### config.mk
export PLATFORM = sky130hd
export DESIGN_NAME = visor_breakpoint_supervisor
export DESIGN_NICKNAME = d
export VERILOG_FILES = /design/src/rtl/visor_breakpoint_supervisor.sv
export SDC_FILE = /design/constraint.sdc
export NUM_CORES = 1
export LEC_CHECK = 0
export BUFFER_PORTS_ARGS = -buffer_cell sky130_fd_sc_hd__buf_2
export CAP_MARGIN = 20
export CORE_MARGIN = 2
export CORE_UTILIZATION = 30
export DETAILED_ROUTE_END_ITERATION = 16
export SLEW_MARGIN = 40
export SYNTH_ARGS = -nofsm -noshare
export SYNTH_HDL_FRONTEND = slang
export SYNTH_SLANG_ARGS = --single-unit
### constraint.sdc
create_clock -name sysclk -period 4.2 [get_ports sysclk]
set_input_delay 0.42 -clock sysclk [delete_from_list [all_inputs] [get_ports sysclk]]
set_output_delay 0.42 -clock sysclk [all_outputs]
set_load 0.02 [all_outputs]
### src/rtl/visor_breakpoint_supervisor.sv
// visor_breakpoint_supervisor
// Debug supervisor between a synapse316 target's code-fetch port and its
// code ROM. Gates every fetch so a host command port can:
//   - hold the target in reset
//   - halt, resume and single-step it
//   - stop it on address breakpoints
//   - inject instructions while it is halted.
// It also counts accepted ROM fetches.
// Optional build macro: VISOR_FETCH_TRACE_EN adds a circular buffer of
// fetched addresses, read through trace_rd_idx/trace_rd_addr.
module visor_breakpoint_supervisor #(
  parameter int ADDR_WIDTH      = 16,
  parameter int CODE_WIDTH      = 16,
  parameter int NUM_BREAKPOINTS = 4,
  parameter int BP_IDX_WIDTH    = 2,
  parameter int RESET_CYCLES    = 4,
  parameter int BOOT_RUN        = 1,
  parameter int TRACE_DEPTH     = 8,
  localparam int TRACE_IDX_W    = (TRACE_DEPTH > 1) ? $clog2(TRACE_DEPTH) : 1
) (
  input  logic                    sysclk,
  input  logic                    sysreset,
  input  logic [CODE_WIDTH-1:0]   rom_code_in,
  input  logic                    rom_code_ready,
  input  logic [ADDR_WIDTH-1:0]   tg_code_addr,
  output logic [CODE_WIDTH-1:0]   tg_code_in,
  output logic                    tg_code_ready,
  output logic                    tg_reset,
  input  logic                    cmd_valid,
  output logic                    cmd_ready,
  input  logic [2:0]              cmd_op,
  input  logic [BP_IDX_WIDTH-1:0] cmd_idx,
  input  logic [CODE_WIDTH-1:0]   cmd_arg,
  output logic                    halted,
  output logic [1:0]              halt_cause,
  output logic [ADDR_WIDTH-1:0]   stop_addr,
  output logic [31:0]             fetch_count,
  input  logic [TRACE_IDX_W-1:0]  trace_rd_idx,
  output logic [ADDR_WIDTH-1:0]   trace_rd_addr
);

  localparam int RST_CNT_W = (RESET_CYCLES > 1) ? $clog2(RESET_CYCLES) : 1;

  localparam logic [2:0] OP_HALT         = 3'd0;
  localparam logic [2:0] OP_RUN          = 3'd1;
  localparam logic [2:0] OP_STEP         = 3'd2;
  localparam logic [2:0] OP_SET_BP       = 3'd3;
  localparam logic [2:0] OP_CLR_BP       = 3'd4;
  localparam logic [2:0] OP_INJECT       = 3'd5;
  localparam logic [2:0] OP_RESET_TARGET = 3'd6;
  localparam logic [2:0] OP_RELEASE      = 3'd7;

  localparam logic [1:0] CAUSE_NONE = 2'd0;
  localparam logic [1:0] CAUSE_HOST = 2'd1;
  localparam logic [1:0] CAUSE_BP   = 2'd2;
  localparam logic [1:0] CAUSE_STEP = 2'd3;

  typedef enum logic [2:0] {
    S_RESET_HOLD = 3'd0,
    S_RUN        = 3'd1,
    S_HALTED     = 3'd2,
    S_STEP       = 3'd3,
    S_INJECT     = 3'd4
  } state_t;

  state_t                r_state;
  state_t                w_state_next;
  logic [RST_CNT_W-1:0]  r_rst_cnt;
  logic [RST_CNT_W-1:0]  w_rst_cnt_next;
  logic                  r_boot;         // current reset hold came from sysreset
  logic                  w_boot_next;
  logic                  r_skip;         // suppress breakpoints until one ROM fetch completes
  logic                  w_skip_next;
  logic [1:0]            r_halt_cause;
  logic [1:0]            w_halt_cause_next;
  logic [ADDR_WIDTH-1:0] r_stop_addr;
  logic [ADDR_WIDTH-1:0] w_stop_addr_next;
  logic [CODE_WIDTH-1:0] r_inj_code;
  logic [CODE_WIDTH-1:0] w_inj_code_next;
  logic [31:0]           r_fetch_count;

  logic                       w_cmd_acc;
  logic                       w_bp_wr;
  logic                       w_bp_set;
  logic [NUM_BREAKPOINTS-1:0] w_bp_match;
  logic                       w_bp_hit;
  logic                       w_rom_fetch;

  assign w_cmd_acc = cmd_valid & cmd_ready;
  assign w_bp_wr   = w_cmd_acc & ((cmd_op == OP_SET_BP) | (cmd_op == OP_CLR_BP));
  assign w_bp_set  = (cmd_op == OP_SET_BP);
  assign w_bp_hit  = (|w_bp_match) & ~r_skip;

  // Breakpoint comparators. An index with no comparator matches no gi and
  // is therefore silently dropped.
  generate
    for (genvar gi = 0; gi < NUM_BREAKPOINTS; gi++) begin : g_bp
      logic                  r_bp_en;
      logic [ADDR_WIDTH-1:0] r_bp_addr;

      // Enable/address update on an accepted SET_BP/CLR_BP for this slot
      always_ff @(posedge sysclk or posedge sysreset) begin
        if (sysreset) begin
          r_bp_en   <= 1'b0;
          r_bp_addr <= '0;
        end else if (w_bp_wr && (cmd_idx == BP_IDX_WIDTH'(gi))) begin
          r_bp_en <= w_bp_set;
          if (w_bp_set) begin
            r_bp_addr <= cmd_arg[ADDR_WIDTH-1:0];
          end
        end
      end

      assign w_bp_match[gi] = r_bp_en && (r_bp_addr == tg_code_addr);
    end
  endgenerate

  // Next-state, fetch gating and command decode
  always_comb begin
    w_state_next      = r_state;
    w_rst_cnt_next    = r_rst_cnt;
    w_boot_next       = r_boot;
    w_skip_next       = r_skip;
    w_halt_cause_next = r_halt_cause;
    w_stop_addr_next  = r_stop_addr;
    w_inj_code_next   = r_inj_code;
    tg_code_in        = rom_code_in;
    tg_code_ready     = 1'b0;
    tg_reset          = 1'b0;
    cmd_ready         = 1'b0;
    w_rom_fetch       = 1'b0;

    case (r_state)
      S_RESET_HOLD: begin
        tg_reset   = 1'b1;
        tg_code_in = '0;
        if (r_rst_cnt == RST_CNT_W'(RESET_CYCLES - 1)) begin
          w_boot_next = 1'b0;
          if ((BOOT_RUN != 0) && r_boot) begin
            w_state_next = S_RUN;
          end else begin
            w_state_next      = S_HALTED;
            w_halt_cause_next = CAUSE_HOST;
          end
        end else begin
          w_rst_cnt_next = r_rst_cnt + 1'b1;
        end
      end

      S_RUN: begin
        cmd_ready     = 1'b1;
        tg_code_ready = rom_code_ready & ~w_bp_hit;
        w_rom_fetch   = tg_code_ready;
        if (w_rom_fetch) begin
          w_skip_next = 1'b0;
        end
        if (w_cmd_acc && (cmd_op == OP_RESET_TARGET)) begin
          w_state_next      = S_RESET_HOLD;
          w_rst_cnt_next    = '0;
          w_boot_next       = 1'b0;
          w_skip_next       = 1'b0;
          w_halt_cause_next = CAUSE_NONE;
        end else if (w_bp_hit) begin
          w_state_next      = S_HALTED;
          w_halt_cause_next = CAUSE_BP;
          w_stop_addr_next  = tg_code_addr;
        end else if (w_cmd_acc && (cmd_op == OP_HALT)) begin
          // A fetch accepted on this same edge still completes
          w_state_next      = S_HALTED;
          w_halt_cause_next = CAUSE_HOST;
          w_stop_addr_next  = tg_code_addr;
        end
      end

      S_STEP: begin
        tg_code_ready = rom_code_ready & ~w_bp_hit;
        w_rom_fetch   = tg_code_ready;
        if (w_bp_hit) begin
          w_state_next      = S_HALTED;
          w_halt_cause_next = CAUSE_BP;
          w_stop_addr_next  = tg_code_addr;
        end else if (w_rom_fetch) begin
          w_skip_next       = 1'b0;
          w_state_next      = S_HALTED;
          w_halt_cause_next = CAUSE_STEP;
          w_stop_addr_next  = tg_code_addr;
        end
      end

      S_HALTED: begin
        cmd_ready = 1'b1;
        if (w_cmd_acc) begin
          case (cmd_op)
            OP_RUN: begin
              w_state_next      = S_RUN;
              w_skip_next       = 1'b1;
              w_halt_cause_next = CAUSE_NONE;
            end
            OP_STEP: begin
              w_state_next      = S_STEP;
              w_skip_next       = 1'b1;
              w_halt_cause_next = CAUSE_NONE;
            end
            OP_RELEASE: begin
              w_state_next      = S_RUN;
              w_skip_next       = 1'b0;
              w_halt_cause_next = CAUSE_NONE;
            end
            OP_INJECT: begin
              w_state_next    = S_INJECT;
              w_inj_code_next = cmd_arg;
            end
            OP_RESET_TARGET: begin
              w_state_next      = S_RESET_HOLD;
              w_rst_cnt_next    = '0;
              w_boot_next       = 1'b0;
              w_skip_next       = 1'b0;
              w_halt_cause_next = CAUSE_NONE;
            end
            default: ;
          endcase
        end
      end

      S_INJECT: begin
        // One forced fetch; halt cause and stop address are preserved
        tg_code_in    = r_inj_code;
        tg_code_ready = 1'b1;
        w_state_next  = S_HALTED;
      end

      default: begin
        w_state_next   = S_RESET_HOLD;
        w_rst_cnt_next = '0;
      end
    endcase
  end

  // FSM and supervisor status registers
  always_ff @(posedge sysclk or posedge sysreset) begin
    if (sysreset) begin
      r_state      <= S_RESET_HOLD;
      r_rst_cnt    <= '0;
      r_boot       <= 1'b1;
      r_skip       <= 1'b0;
      r_halt_cause <= CAUSE_NONE;
      r_stop_addr  <= '0;
      r_inj_code   <= '0;
    end else begin
      r_state      <= w_state_next;
      r_rst_cnt    <= w_rst_cnt_next;
      r_boot       <= w_boot_next;
      r_skip       <= w_skip_next;
      r_halt_cause <= w_halt_cause_next;
      r_stop_addr  <= w_stop_addr_next;
      r_inj_code   <= w_inj_code_next;
    end
  end

  // Accepted ROM fetch counter; injected fetches and target resets leave it alone
  always_ff @(posedge sysclk or posedge sysreset) begin
    if (sysreset) begin
      r_fetch_count <= '0;
    end else if (w_rom_fetch) begin
      r_fetch_count <= r_fetch_count + 32'd1;
    end
  end

  assign halted      = (r_state == S_HALTED);
  assign halt_cause  = r_halt_cause;
  assign stop_addr   = r_stop_addr;
  assign fetch_count = r_fetch_count;

`ifdef VISOR_FETCH_TRACE_EN
  logic [TRACE_IDX_W-1:0] r_wr_ptr;
  logic [ADDR_WIDTH-1:0]  w_trace [TRACE_DEPTH];
  logic [TRACE_IDX_W-1:0] w_rd_slot;

  // Write pointer advances on every accepted fetch, ROM or injected
  always_ff @(posedge sysclk or posedge sysreset) begin
    if (sysreset) begin
      r_wr_ptr <= '0;
    end else if (tg_code_ready) begin
      r_wr_ptr <= r_wr_ptr + 1'b1;
    end
  end

  // Entries are plain flops so they can be cleared and read combinationally
  generate
    for (genvar gi = 0; gi < TRACE_DEPTH; gi++) begin : g_trace
      logic [ADDR_WIDTH-1:0] r_entry;

      // Capture the fetch address into the slot under the write pointer
      always_ff @(posedge sysclk or posedge sysreset) begin
        if (sysreset) begin
          r_entry <= '0;
        end else if (tg_code_ready && (r_wr_ptr == TRACE_IDX_W'(gi))) begin
          r_entry <= tg_code_addr;
        end
      end

      assign w_trace[gi] = r_entry;
    end
  endgenerate

  // Index 0 is the newest entry, i.e. the slot just behind the write pointer
  assign w_rd_slot     = r_wr_ptr - TRACE_IDX_W'(1) - trace_rd_idx;
  assign trace_rd_addr = w_trace[w_rd_slot];
`else
  logic w_unused_trace_idx;
  assign w_unused_trace_idx = ^trace_rd_idx;
  assign trace_rd_addr      = '0;
`endif

endmodule

After elaboration in Yosys (flattened, before gate mapping) --
Cells that the tools add are included.
Operators by class: eq/ne operators 33, add/sub/neg operators 2, bitwise operators 8, reduce and logical (&&, ||, !) cells 36, mux-type cells 47
Operators by type and width (count):
- $mux 16 | 5
- $eq 16x16->1 | 4
- $pmux 16 s2 | 2
- $add 32x1->32 const B | 1
- $mux 2 | 14
- $mux 3 | 7
- $pmux 2 s4 | 2
- $eq 3x3->1 const B | 5
- $pmux 3 s5 | 1
- $reduce_and 5->1 | 3
- $ne 2x2->1 const B | 7
- $eq 3x2->1 const B | 4
- $pmux 3 s4 | 1
- $reduce_or 2->1 | 6
- $mux 1 | 11
- $logic_and 1x1->1 | 10
- $ne 3x3->1 const B | 3
- $reduce_and 2->1 | 4
- $reduce_and 4->1 | 2
- $reduce_or 4->1 | 2
- $reduce_and 7->1 | 1
- $eq 2x2->1 const B | 3
- $eq 3x1->1 const B | 2
- $logic_not 3->1 | 2
- 15 further kinds | 24
Storage, ports and cells: register bits after elaboration 141, word-level logic and storage cells 142, output and inout bits 86

Depth between registers and ports, before layout --
word-level depth 9, gate-level depth with buffers 10, mapped depth without buffers 7

Worst setup path before layout --
OpenSTA, ideal clock, no wires.
path type in2out, from in tg_code_addr[3], to out tg_code_ready, slack 1.607 ns, required time 3.780 ns, stages 9, arrival 2.173 ns, cells stage by stage buf_2 > xor2_1 > or4_1 > or3_1 > o22ai_1 > o21a_1 > buf_6 > nor2_1 > a21o_1
On the way: longest elaborated chain between the ends 7, elaborated cells on any way between the ends 13
RTL lines:
- start, declared | RTL line 25 | input logic [ADDR_WIDTH-1:0] tg_code_addr,
- $eq 16x16->1 | RTL line 114 | assign w_bp_match[gi] = r_bp_en && (r_bp_addr == tg_code_addr);
- $logic_and 1x1->1 | RTL line 114
- $reduce_or 4->1 (*) | RTL line 92 | assign w_bp_hit = (|w_bp_match) & ~r_skip;
- $and 1x1->1 (*) | RTL line 92
- $not 1->1 (*) | RTL line 152, 176
- $and 1x1->1 (*) | RTL line 152, 176
- $pmux 1 s2 (*) | RTL line 133 | case (r_state)
- end, declared | RTL line 27 | output logic tg_code_ready,
Mark *: on every way between the ends. The rest lies on a longest branch, timed or not.

Worst setup path after layout --
from reg g_bp[1].r_bp_addr[0], to out tg_code_ready
On the way: longest elaborated chain between the ends 7
RTL lines:
- start, declared | RTL line 99 | logic [ADDR_WIDTH-1:0] r_bp_addr;
- start signal, assigned | RTL line 109 | r_bp_addr <= cmd_arg[ADDR_WIDTH-1:0];
- $eq 16x16->1 | RTL line 114
- $logic_and 1x1->1 | RTL line 114
- $reduce_or 4->1 | RTL line 92
- $and 1x1->1 | RTL line 92
- $not 1->1 | RTL line 152, 176
- $and 1x1->1 | RTL line 152, 176
- $pmux 1 s2 | RTL line 133
Every way passes these cells.

==> results.md <==
- Status: completed
- Via/cell ratio: 4.80
- Nature of the critical path startpoint: flip-flop
- Port Buffer Count: 126
- Asr flop ratio synth: 100%
- Dpl ws: 1020 ps
- Critical Path RT: 3780 ps
- HP Class: input pin to asynchronous set/reset pin
- RSZ-0062 raised after global routing: no
- Reg2reg end: stop_addr[1]
- ANT cells: 0
- Dpl hpwl: 13.5 mm
- Psw: 1.65 mW
- Post-DP Area: 8120 um^2
- Worst slew pin tran: 741 ps
- Commonest non-fill, non-tap cells in the layout: dfrtp_1, buf_2, mux2_2
- Largest net degree at the start of global routing: 94
- Max-Cap Viols: 0
- Post-Route Utilization: 36.3%
- Sw Share: 34.3%
- Met2 Resource Use GR: 24.4%
- Wire per inst: 16.7 um
- DIE AREA: 25600 um^2
- Maximum level of the CTS H-tree: 4
- Skew final: 10.0 ps
- Register-to-register setup slack: 1260 ps
- Cell taking the most area after synthesis: dfrtp_1
- Synth-to-layout area growth: 19.9%
- Clock sink total: 141
- Final setup margin: 1060 ps
- DRT Pass-1 Iters: 4
- Internal Power: 3.16 mW
- CORE AREA: 24100 um^2
- Comb pwr share: 28.5%
- Synth Cell Area: 7290 um^2
- Final setup violation count: 0
- Gr ovfl total: 0
- Worst slew margin: 50.6%
- Antenna-violating nets left: 0
- GRT busiest layer: met2
- Post-synthesis sequential area ratio: 48.4%
- Area share of the largest cell type after synthesis: 48.0%
- Clk pwr share: 32.9%
- Synth Instances: 664
- Final hold violation count: 0
- Number of flops mapped to enable cells by yosys: 0
- Final TNS setup: 0 ps
- R2R depth: 8
- Antenna violations before repair: 1
- Fin crit share: 74.7%
- Max Clock Freq: 319 MHz
- Tmin final: 3140 ps
- Std-Cell Rows: 57
- Final nets: 837
- Die W: 160 um
- Final Max Slew Viols: 0
- Ports: 146
- Top FF cell, synth: dfrtp_1
- Synth warnings: 0
- LEAKAGE: 4.40 nW
- Via count: 5341
- Endpoint class of the critical path: output port
- Layout cell share with drive strength beyond 1: 35.5%
- CTS buffer count: 17
- Peak supply drop: 0.337 mV
- Worst Path Class, Setup: flip-flop to output port
- Clk_lat worst skew: 430 ps
- Crit-path max FO: 3
- Routing usage on met3: 3.58%
- Vias in the first global route: 5255
- R2R Path Start: g_bp[1].r_bp_addr[3]
- DRC: 0
- Data arrival time of the worst path: 2720 ps
- Initial Utilization: 30.3%
- # hold bufs at CTS: 0
- Iteration-0 DRC Markers: 363
- GP Congestion: 0.858
- Die Y: 160 um
- First-pass GRT wire length: 29.6 mm
- Commonest non-fill, non-tap cell in the layout: dfrtp_1
- WL final: 18.6 mm
- M1 GR Usage: 19.7%
- Number of synthesized register bits: 141
- Final Instance Area: 8740 um^2
- Post-CTS Setup Bufs: 0
- Sequential share of power: 38.6%
- Power per cell area: 550 nW/um^2
- CTS tree: built
- Worst-path clk slew: 60 ps
- GRT Overall Usage: 15.0%
- Gates resized, CTS repair: 0
- Clock buffer depth: 2
- Avg Synthesized Cell Area: 11.0 um^2
- Distinct cells, synth: 55
- Top cells by area, synth: dfrtp_1, mux2_2, xor2_1
- Root Buffer Master: clkbuf_16
==> registers in the layout, summed over array words and instances, names as in the netlist <==
register	cells
r_boot	1
g_bp.r_bp_addr	64
stop_addr	16
r_rst_cnt	2
g_bp.r_bp_en	4
halt_cause	2
r_inj_code	16
r_state	3
fetch_count	32
r_skip	1
==> layer usage <==
metal / part of all wire (%) / vias to the layer above
li1: - / 2518
met1: 46 / 2643
met2: 47 / 155
met3: 5.3 / 23
met4: 1.8 / 2
met5: 0.070 / -
==> cell type report <==
class	count	area [um^2]
Fill cell	2433	15400
Sequential cell	141	3530
Multi-Input combinational cell	470	3440
Timing Repair Buffer	135	698
Clock buffer	20	457
Tap cell	324	405
Clock inverter	12	161
Inverter	10	45.0
==> per-stage QoR <==
step | instances | power (mW) | hold slack, ps
CTS | 1112 | 4.87 | 121
detailed placement | 1080 | 3.26 | 460
finish | 1112 | 4.81 | 73.4
global route | 1112 | 5.09 | 139
global placement | 1079 | 3.23 | 455
floorplan | 679 | 2.82 | 448
==> power by group through the flow <==
stage	clock (mW)	sequential [mW]	combinational (mW)
5_1_grt	1.68	1.90	1.50
3_5_place_dp	0	1.88	1.38
3_3_place_gp	0	1.87	1.37
2_1_floorplan	0	1.96	0.858
4_1_cts	1.62	1.86	1.39
6_report	1.58	1.86	1.37
==> synth_stat cells, types with 3 or more instances <==
master      n
o21ai_0    15
nand3_1    39
xnor2_1     4
or2_2       3
a21oi_1     6
nand2_1    55
dfrtp_1   140
or3_1       3
buf_6       3
nand4_1    13
buf_4      19
clkbuf_1   26
buf_2       8
inv_1      10
nor2b_1     4
nand2b_1    7
nor2_1     18
nor3_1     24
xor2_1     93
nor4_1     34
mux2_2     97
==> worst max-delay path, stage by stage, from the launching register on <==
cell and delay, ps:
dfrtp_1 390, xor2_1 190, or4_1 520, or3_1 320
o22ai_1 180, o21a_1 220, nor2_1 150, a21o_1 180
buf_2 150
==> worst max-delay path by stage <==
stage | startpoint | cells past startpoint | slack [ps] | to
4_1_cts | g_bp[1].r_bp_addr[0] | 8 | 1070 | tg_code_ready
3_3_place_gp | tg_code_addr[11] | 9 | 1010 | stop_addr[7]
5_1_grt | g_bp[1].r_bp_addr[0] | 8 | 980 | tg_code_ready
6_report | g_bp[1].r_bp_addr[0] | 8 | 1060 | tg_code_ready
3_5_place_dp | tg_code_addr[11] | 9 | 1020 | stop_addr[1]
2_1_floorplan | sysreset | 1 | 0.4 | fetch_count[0]
==> logic make-up (layout without fill, tap and decap cells) <==
kind of cell	Yosys count	in the layout	synth area share (%)
adders and majority gates	3	3	0.480
xor gates and xnor gates	97	97	11.7
and+or+nand+nor	217	217	15.7
buffers and inverters	68	177	5.15
AOI/OAI and AO/OA	39	39	3.40
other	1	16	0.0514
muxes	98	98	15.1
DFF	141	141	48.4
Power figures use the tool's default switching activity.
